### config.mk
export PLATFORM = sky130hd
export DESIGN_NAME = xilinx_reset_sequencer
export DESIGN_NICKNAME = d
export VERILOG_FILES = /design/src/rtl/xilinx_reset_pkg.sv /design/src/rtl/xilinx_reset_sync_chain.sv /design/src/rtl/xilinx_reset_sequencer.sv
export SDC_FILE = /design/constraint.sdc
export NUM_CORES = 1
export LEC_CHECK = 0
export CAP_MARGIN = 0
export CORE_MARGIN = 2
export CORE_UTILIZATION = 40
export CTS_CLUSTER_DIAMETER = 50
export DETAILED_ROUTE_END_ITERATION = 7
export SLEW_MARGIN = 20
export SYNTH_ARGS = -nofsm -noshare
export SYNTH_HDL_FRONTEND = slang
export SYNTH_SLANG_ARGS = --single-unit
### constraint.sdc
create_clock -name clk -period 6.2 [get_ports clk]
set_clock_uncertainty 0.15 [all_clocks]
set_input_delay 1.24 -clock clk [delete_from_list [all_inputs] [get_ports clk]]
set_output_delay 1.24 -clock clk [all_outputs]
set_load 0.05 [all_outputs]
### src/rtl/xilinx_reset_pkg.sv
// Shared definitions for the reset sequencer: FSM state encoding and a
// constant-foldable ceil(log2) used to size counters.
package xilinx_reset_pkg;

  typedef enum logic [1:0] {
    StHold    = 2'd0,
    StRelease = 2'd1,
    StRun     = 2'd2
  } rst_state_e;

  // Returns the number of bits needed to index 'value' distinct states.
  function automatic int unsigned clog2(input int unsigned value);
    int unsigned result;
    result = 0;
    while ((64'd1 << result) < 64'(value)) begin
      result++;
    end
    return result;
  endfunction

endpackage

### src/rtl/xilinx_reset_sync_chain.sv
// Reset synchroniser: DEPTH async-preset, clock-enabled flops in series.
// Asserts asynchronously on pre_i, deasserts synchronously after DEPTH enabled edges.
module xilinx_reset_sync_chain #(
  parameter int unsigned DEPTH = 5,
  parameter bit          INIT  = 1'b1
) (
  input  logic clk_i,
  input  logic pre_i,
  input  logic en_i,
  output logic sync_o
);

  logic [DEPTH:0] stage_in;

  assign stage_in[0] = ~INIT;

  // One FDPE-style flop per stage; CE maps onto en_i, PRE onto pre_i.
  for (genvar i = 0; i < DEPTH; i++) begin : g_stage
    (* ASYNC_REG = "TRUE", SHREG_EXTRACT = "NO" *) logic stage_q;

    always_ff @(posedge clk_i or posedge pre_i) begin
      if (pre_i) begin
        stage_q <= INIT;
      end else if (en_i) begin
        stage_q <= stage_in[i];
      end
    end

    assign stage_in[i+1] = stage_q;
  end

  assign sync_o = stage_in[DEPTH];

endmodule

### src/rtl/xilinx_reset_sequencer.sv
// Reset controller: synchronises master and requester resets, holds all channels in
// reset for HOLD_CYCLES, then releases channel 0..NUM_CH-1 one every STAGGER cycles.
module xilinx_reset_sequencer
  import xilinx_reset_pkg::*;
#(
  parameter int unsigned DEPTH       = 5,
  parameter int unsigned NUM_SRC     = 2,
  parameter int unsigned NUM_CH      = 4,
  parameter int unsigned HOLD_CYCLES = 16,
  parameter int unsigned STAGGER     = 8
) (
  input  logic               clk,
  input  logic               rst_n,
  input  logic               enable,
  input  logic [NUM_SRC-1:0] rst_req,
  output logic [NUM_CH-1:0]  rst_out,
  output logic [NUM_CH-1:0]  rst_out_n,
  output logic               done,
  output logic [NUM_SRC:0]   cause
);

  localparam int unsigned CntMaxVal = (HOLD_CYCLES > STAGGER) ? HOLD_CYCLES : STAGGER;
  localparam int unsigned CntW      = clog2(CntMaxVal + 1);
  localparam int unsigned ChW       = clog2(NUM_CH) + 1;

  localparam logic [CntW-1:0]  HoldLast = CntW'(HOLD_CYCLES - 1);
  localparam logic [CntW-1:0]  StagLast = CntW'(STAGGER - 1);
  localparam logic [CntW-1:0]  CntSat   = {CntW{1'b1}};
  localparam logic [ChW-1:0]   LastCh   = ChW'(NUM_CH - 1);
  localparam logic [NUM_SRC:0] CauseRst = {1'b1, {NUM_SRC{1'b0}}};

  // ---------------------------------------------------------------------------
  // Synchronisers: bit NUM_SRC is the master chain, bit i follows rst_req[i]
  // ---------------------------------------------------------------------------
  logic [NUM_SRC:0] chain_out;
  logic             mst_pre;
  logic             sync_rst;

  assign mst_pre = ~rst_n;

  xilinx_reset_sync_chain #(
    .DEPTH (DEPTH),
    .INIT  (1'b1)
  ) u_sync_mst (
    .clk_i  (clk),
    .pre_i  (mst_pre),
    .en_i   (enable),
    .sync_o (chain_out[NUM_SRC])
  );

  for (genvar i = 0; i < NUM_SRC; i++) begin : g_src
    xilinx_reset_sync_chain #(
      .DEPTH (DEPTH),
      .INIT  (1'b1)
    ) u_sync_src (
      .clk_i  (clk),
      .pre_i  (rst_req[i]),
      .en_i   (enable),
      .sync_o (chain_out[i])
    );
  end

  assign sync_rst = |chain_out;

  // ---------------------------------------------------------------------------
  // Sequencer state
  // ---------------------------------------------------------------------------
  rst_state_e       state_q, state_d;
  logic [CntW-1:0]  hold_cnt_q, hold_cnt_d;
  logic [CntW-1:0]  stag_cnt_q, stag_cnt_d;
  logic [ChW-1:0]   ch_q, ch_d;
  logic [NUM_SRC:0] cause_q, cause_d;
  logic [NUM_CH-1:0] rst_out_q, rst_out_d;
  logic [NUM_CH-1:0] rst_out_n_q, rst_out_n_d;
  logic             done_q, done_d;

  function automatic logic [CntW-1:0] cnt_inc(input logic [CntW-1:0] value);
    return (value == CntSat) ? value : value + 1'b1;
  endfunction

  always_ff @(posedge clk or negedge rst_n) begin
    if (!rst_n) begin
      state_q     <= StHold;
      hold_cnt_q  <= '0;
      stag_cnt_q  <= '0;
      ch_q        <= '0;
      cause_q     <= CauseRst;
      rst_out_q   <= '1;
      rst_out_n_q <= '0;
      done_q      <= 1'b0;
    end else begin
      state_q     <= state_d;
      hold_cnt_q  <= hold_cnt_d;
      stag_cnt_q  <= stag_cnt_d;
      ch_q        <= ch_d;
      cause_q     <= cause_d;
      rst_out_q   <= rst_out_d;
      rst_out_n_q <= rst_out_n_d;
      done_q      <= done_d;
    end
  end

  // ch_q counts released channels. A synchronised reset overrides everything,
  // including enable and a release due on the same edge.
  always_comb begin
    state_d    = state_q;
    hold_cnt_d = hold_cnt_q;
    stag_cnt_d = stag_cnt_q;
    ch_d       = ch_q;
    cause_d    = cause_q;

    if (sync_rst) begin
      state_d    = StHold;
      hold_cnt_d = '0;
      stag_cnt_d = '0;
      ch_d       = '0;
      cause_d    = (state_q == StHold) ? (cause_q | chain_out) : chain_out;
    end else if (enable) begin
      unique case (state_q)
        StHold: begin
          if (hold_cnt_q >= HoldLast) begin
            hold_cnt_d = '0;
            stag_cnt_d = '0;
            ch_d       = ChW'(1);
            if (NUM_CH == 1) begin
              state_d = StRun;
            end else begin
              state_d = StRelease;
            end
          end else begin
            hold_cnt_d = cnt_inc(hold_cnt_q);
          end
        end
        StRelease: begin
          if (stag_cnt_q >= StagLast) begin
            stag_cnt_d = '0;
            ch_d       = ch_q + 1'b1;
            if (ch_q == LastCh) begin
              state_d = StRun;
            end
          end else begin
            stag_cnt_d = cnt_inc(stag_cnt_q);
          end
        end
        StRun: begin
          state_d = StRun;
        end
        default: begin
          state_d    = StHold;
          hold_cnt_d = '0;
          stag_cnt_d = '0;
          ch_d       = '0;
        end
      endcase
    end
  end

  // Outputs are registered from the next state so they change on the deciding edge.
  always_comb begin
    rst_out_d = '1;
    if (state_d != StHold) begin
      for (int unsigned k = 0; k < NUM_CH; k++) begin
        rst_out_d[k] = (ChW'(k) >= ch_d);
      end
    end
    rst_out_n_d = ~rst_out_d;
    done_d      = (state_d == StRun);
  end

  assign rst_out   = rst_out_q;
  assign rst_out_n = rst_out_n_q;
  assign done      = done_q;
  assign cause     = cause_q;

endmodule

# == After elaboration in Yosys (flattened, before gate mapping) ==
# Index checks and enable logic that the tools add are counted.
# totals
reg_bits,42
inputBits,5
output_inout_bits,12
# classes
addsub,3
order_cmp,6
n_eq_ne,11
mux,24
bitwise_logic,2
reduce_logical,7
# ops
cell,n
2-to-1 mux 5 bit,9
2-to-1 mux 3 bit,5
case mux 5 bit (3 select lines),1
"adder 5 x 1 -> 5 bit, second input constant",2
"== test 5 bit, second input constant",2
2-to-1 mux 2 bit,5
case mux 5 bit (2 select lines),1
case mux 3 bit (3 select lines),1
"!= test 4 bit, second input constant",2
"greater-or-equal comparator 1 x 3 -> 1 bit, first input constant",2
"greater-or-equal comparator 2 x 3 -> 1 bit, first input constant",2
case mux 2 bit (3 select lines),1
"greater-or-equal comparator 5 x 3 -> 1 bit, second input constant",1
"greater-or-equal comparator 5 x 4 -> 1 bit, second input constant",1
"== test 2 bit, second input constant",2
2-to-1 mux 4 bit,1
inverter 4 bit,1
AND reduction 4 bit,1
nonzero test 2 bit,2
"adder 3 x 1 -> 3 bit, second input constant",1
"== test 3 x 2 -> 1 bit, second input constant",1
"!= test 3 x 2 -> 1 bit, second input constant",1
bitwise OR 3 bit,1
AND reduction 3 bit,1
other kinds (6),6

# == Longest topological paths before layout ==
# depth
word_depth,9
depth_mapped,9

# == Cells and area by module ==
# A second synthesis with hierarchy kept.
# hier_totals
hier_cells,166
hier_area_um2,2020.7
# modules_own_cells
mod,instances,cells_per_inst,area_per_inst_um2,seq_area_each_um2
xilinx_reset_sequencer,1,133,1453.9,681.9
xilinx_reset_sync_chain,3,11,188.9,131.4

# == Worst setup path after synthesis ==
# OpenSTA, ideal clock, no wires.
# synth_path
path_type,in2reg
startpoint,input enable
endpoint,"register rst_out_n_q[3], in the netlist rst_out_n[3]"
setup_time_ns,0.066
arrival_ns,2.462
slack_ns,3.522
path_stages,6
cell_sequence,nor4_1 > nor2_1 > a2bb2oi_1 > o221a_2 > buf_6 > and2_1
# synth_between
elab_chain_cells,5
word_cells_on_any_way,8
classes_between,order compare (1); mux (5); bitwise (1); reduce/logical (1)
# synth_rtl
element,line_no,source
"start, declared",xilinx_reset_sequencer.sv:14,"input logic enable,"
2-to-1 mux 3 bit,xilinx_reset_sequencer.sv:118,end else if (enable) begin
2-to-1 mux 3 bit,xilinx_reset_sequencer.sv:112,if (sync_rst) begin
named net ch_d[2],xilinx_reset_sequencer.sv:71,"logic [ChW-1:0] ch_q, ch_d;"
greater-or-equal comparator 2 x 3 -> 1 bit,xilinx_reset_sequencer.sv:163,rst_out_d[k] = (ChW'(k) >= ch_d);
2-to-1 mux 4 bit,xilinx_reset_sequencer.sv:161,if (state_d != StHold) begin
inverter 4 bit,xilinx_reset_sequencer.sv:166,rst_out_n_d = ~rst_out_d;
named net rst_out_n_d[3],xilinx_reset_sequencer.sv:74,"logic [NUM_CH-1:0] rst_out_n_q, rst_out_n_d;"
"end signal, assigned",xilinx_reset_sequencer.sv:98,rst_out_n_q <= rst_out_n_d;
"end, declared",xilinx_reset_sequencer.sv:74,
# The timed path passes the listed nets, and every way through them passes these cells.
# A chain may end at the register's enable or synchronous reset.

# == Final worst setup path ==
# layout_path
startpoint,input enable
endpoint,"register rst_out_q[2], in the netlist rst_out[2]"
# layout_between
elab_chain_cells,4
word_cells_on_any_way,7
classes_between,order compare (1); mux (5); reduce/logical (1)
# layout_rtl
element,line_no,source
2-to-1 mux 3 bit or 2-to-1 mux 2 bit (tied branches),xilinx_reset_sequencer.sv:118,
2-to-1 mux 3 bit or 2-to-1 mux 2 bit (tied branches),xilinx_reset_sequencer.sv:112,
greater-or-equal comparator 2 x 3 -> 1 bit or nonzero test 2 bit (tied branches),"xilinx_reset_sequencer.sv:163, xilinx_reset_sequencer.sv:161",
2-to-1 mux 4 bit (*),xilinx_reset_sequencer.sv:161,
named net rst_out_d[2],xilinx_reset_sequencer.sv:73,"logic [NUM_CH-1:0] rst_out_q, rst_out_d;"
"end signal, assigned",xilinx_reset_sequencer.sv:97,rst_out_q <= rst_out_d;
"end, declared",xilinx_reset_sequencer.sv:73,
# The timed path passes the listed nets; every way through them passes the cells marked *.

==> out/qor.yml <==
status: "complete, no violations"
synth-main-ff-cell: "dfrtp_1"
post_cts_buffers: 0
grt_antenna_before_repair: 0
core_um2: 4820
layout-drive-gt1-share_pct: 25.9
tightest_slew_ns: 0.859
synthesis.yosys.warnings: 0
yosysTopAreaCellShare_pct: 27.1
cts_buffers: 5
period_minus_slack_ns: 3.65
synth_area_leaders: "dfrtp_1 27%, dfstp_2 26%, ha_1 6.8%, mux2_2 6.7%, nor2_1 2.4%"
gp_congestion: 0.871
grt_use_met3_pct: 4.28
synthArstFlopShare_pct: 100
clockBufferDepth: 2
clkSlewWorstSetupHoldPaths_ns: 0.08
synth_edf_count: 0
ios: 17
syn_area_um2: 2030
period_share_pct: 58.9
grt_util_met1_pct: 20.6
hpwl_mm: 2.59
sequentialPowerShare_pct: 46.9
synth_commonest_cells: "22 x dfrtp_1, 20 x dfstp_2, 13 x nor2_1, 12 x mux2_2, 11 x ha_1"
grtUsageMet2_pct: 23.1
p_int_uw: 459
fillCellCount: 452
synth_cells: 172
total_switching_power_uw: 240
clock_sink_count: 42
initial_core_util_pct: 42.2
avgSynthCellArea_um2: 11.8
antenna_left: 0
wirelength_mm: 3.61
first_pass_iters: 4
grt_max_degree: 33
cts_tree: "done"
hold_viol: 0
final_util_pct: 48.5
finalSetupViolCount: 0
vias_per_cell: 5.18
arrival_ns: 3.72
fp-row-count: 25
die_x_um: 75.3
worst_setup_path_end_kind: "register"
cp_max_fo: 22
powerDensity_nw_per_um2: 299
critPathLaunchType: "input pin"
ys_ff_latch: 42
switching_share_pct: 34.3
root_buffer: "clkbuf_8"
power.static_leakage_nw: 1.06
rsz0062_at_grt: "false"
synth_cell_types: 50
n_antenna_cell: 0
synth_nets: 188
hold_buffers: 0
grt_pass1_wl_mm: 6.46
die-area_um2: 5660
grt-busiest-layer: "met2"
yosysMostFrequentCell: "dfrtp_1"
htreeDepth: 2
grt_overflow: 0
relSlewSlack_pct: 42.6
vias: 1346
drt-initial-drc-count: 81
post_drt_wl_per_cell_um: 13.9
final-max-slew-violation-count: 0
drv_cap: 0
worstSetupPathType: "input pin to register"
yosysSeqAreaShare_pct: 53.0
pwr-share-comb_pct: 28.3
cts_resized: 0
hold_class: "register to register"
area_growth_pct: 15.1
synth_top_area_cell: "dfrtp_1"
nNetsFinal: 208
max_freq_mhz: 274
grtUsageTotal_pct: 15.1
vdd_drop_max_v: 0.000162
worstSkewPairLatency_ns: 0.29
required_ns: 6.27
grt_pass1_vias: 1399
setup_tns_ns: 0
die_h_um: 75.3
clkPwrFrac_pct: 24.7
drc: 0
numPortBuffers: 16
registers in the layout, indices dropped and copies added (netlist names), 3 cells and up:
name	cells
u_sync_mst.g_stage.stage_q	4
g_src.u_sync_src.g_stage.stage_q	8
hold_cnt_q	5
cause	3
ch_q	3
rst_out	4
stag_cnt_q	5
rst_out_n	4
cell families (layout without fill, tap and decap cells):
logic type,Yosys count,after routing,synth area share [%]
mux,13,13,7.15
simple gates,54,54,14.5
fa+ha+maj,11,11,6.78
buf+inv,14,35,3.33
flops,42,42,53.0
compound gates,38,38,15.2
critical path: stages:
cell             delay, ns
clkdlybuf4s50_1       0.86
nor4_1                0.81
nor2_1                0.11
a2bb2oi_1             0.24
o221a_2               0.33
o21ai_0               0.12
cell usage in the layout (no fill, tap or decap), types with 2 or more instances in the layout:
master and count:
nor4_1 2, and3_1 3, o21ai_0 6, ha_1 11, nand3_1 3, a21oi_1 4
a21o_1 4, inv_1 10, dfrtp_1 22, clkdlybuf4s50_1 16, clkbuf_8 5, and2_1 3
o21a_1 2, dfstp_2 20, nor2_1 13, mux2_2 12, inv_4 2, nor3_1 4
nand2_1 10, nand2b_1 3, a31oi_1 2, nor2b_1 3, nand4_1 2, nand3b_1 2
routing by layer:
metal  vias to the layer above  share of wire [%]
met3                         4                4.7
li1                        659                  -
met4                         0               0.97
met1                       658                 46
met2                        25                 48
met5                         -                  0
worst paths after layout:
kind | from | endpoint | slack [ns] | cells after the start
max | enable | rst_out[2]$_DFF_PN1_ | 2.55 | 6
min | g_src[0].u_sync_src.g_stage[0].stage_q$_DFFE_PP1P_ | g_src[0].u_sync_src.g_stage[0].stage_q$_DFFE_PP1P_ | 0.34 | 1
max reg2reg | hold_cnt_q[0]$_DFFE_PN0P_ | rst_out[2]$_DFF_PN1_ | 3.59 | 8
min reg2reg | g_src[0].u_sync_src.g_stage[0].stage_q$_DFFE_PP1P_ | g_src[0].u_sync_src.g_stage[0].stage_q$_DFFE_PP1P_ | 0.34 | 1
max in group asynchronous | rst_n | u_sync_mst.sync_o$_DFFE_PN1P_ | 4.39 | 2
min in group asynchronous | rst_n | rst_out_n[1]$_DFF_PN0_ | 1.19 | 2
through the flow:
| step | hold WS, ns | setup slack [ns] | total power [mW] | std cells | cell area (um^2) |
|---|---|---|---|---|---|
| after floorplan | 0.313 | 3.52 | 0.475 | 172 | 2030 |
| after global placement | 0.321 | 2.39 | 0.522 | 252 | 2250 |
| after detailed placement | 0.325 | 2.24 | 0.529 | 252 | 2250 |
| after CTS | 0.338 | 2.57 | 0.705 | 260 | 2340 |
| after global routing | 0.354 | 2.30 | 0.747 | 260 | 2340 |
| final | 0.341 | 2.55 | 0.700 | 260 | 2340 |
cell type report:
cell class / instances / area [um^2] / share of cell area, %
flip-flops and latches: 42 / 1080 / 46.0
multi-input cells: 116 / 887 / 38.0
well taps: 67 / 83.8 / 3.59
clock buffers: 6 / 72.6 / 3.10
clock inverters: 2 / 12.5 / 0.535
inverters: 10 / 37.5 / 1.61
repair buffers: 17 / 168 / 7.17
power groups by stage:
stage               Sequential [mW]  Clock [mW]  Combinational, mW
floorplan                     0.336           0              0.139
global route                  0.332       0.192              0.223
CTS                           0.329       0.180              0.197
global placement              0.331           0              0.191
finish                        0.328       0.173              0.198
detailed placement            0.333           0              0.195
Note: power is estimated with default switching activity, not from simulation.
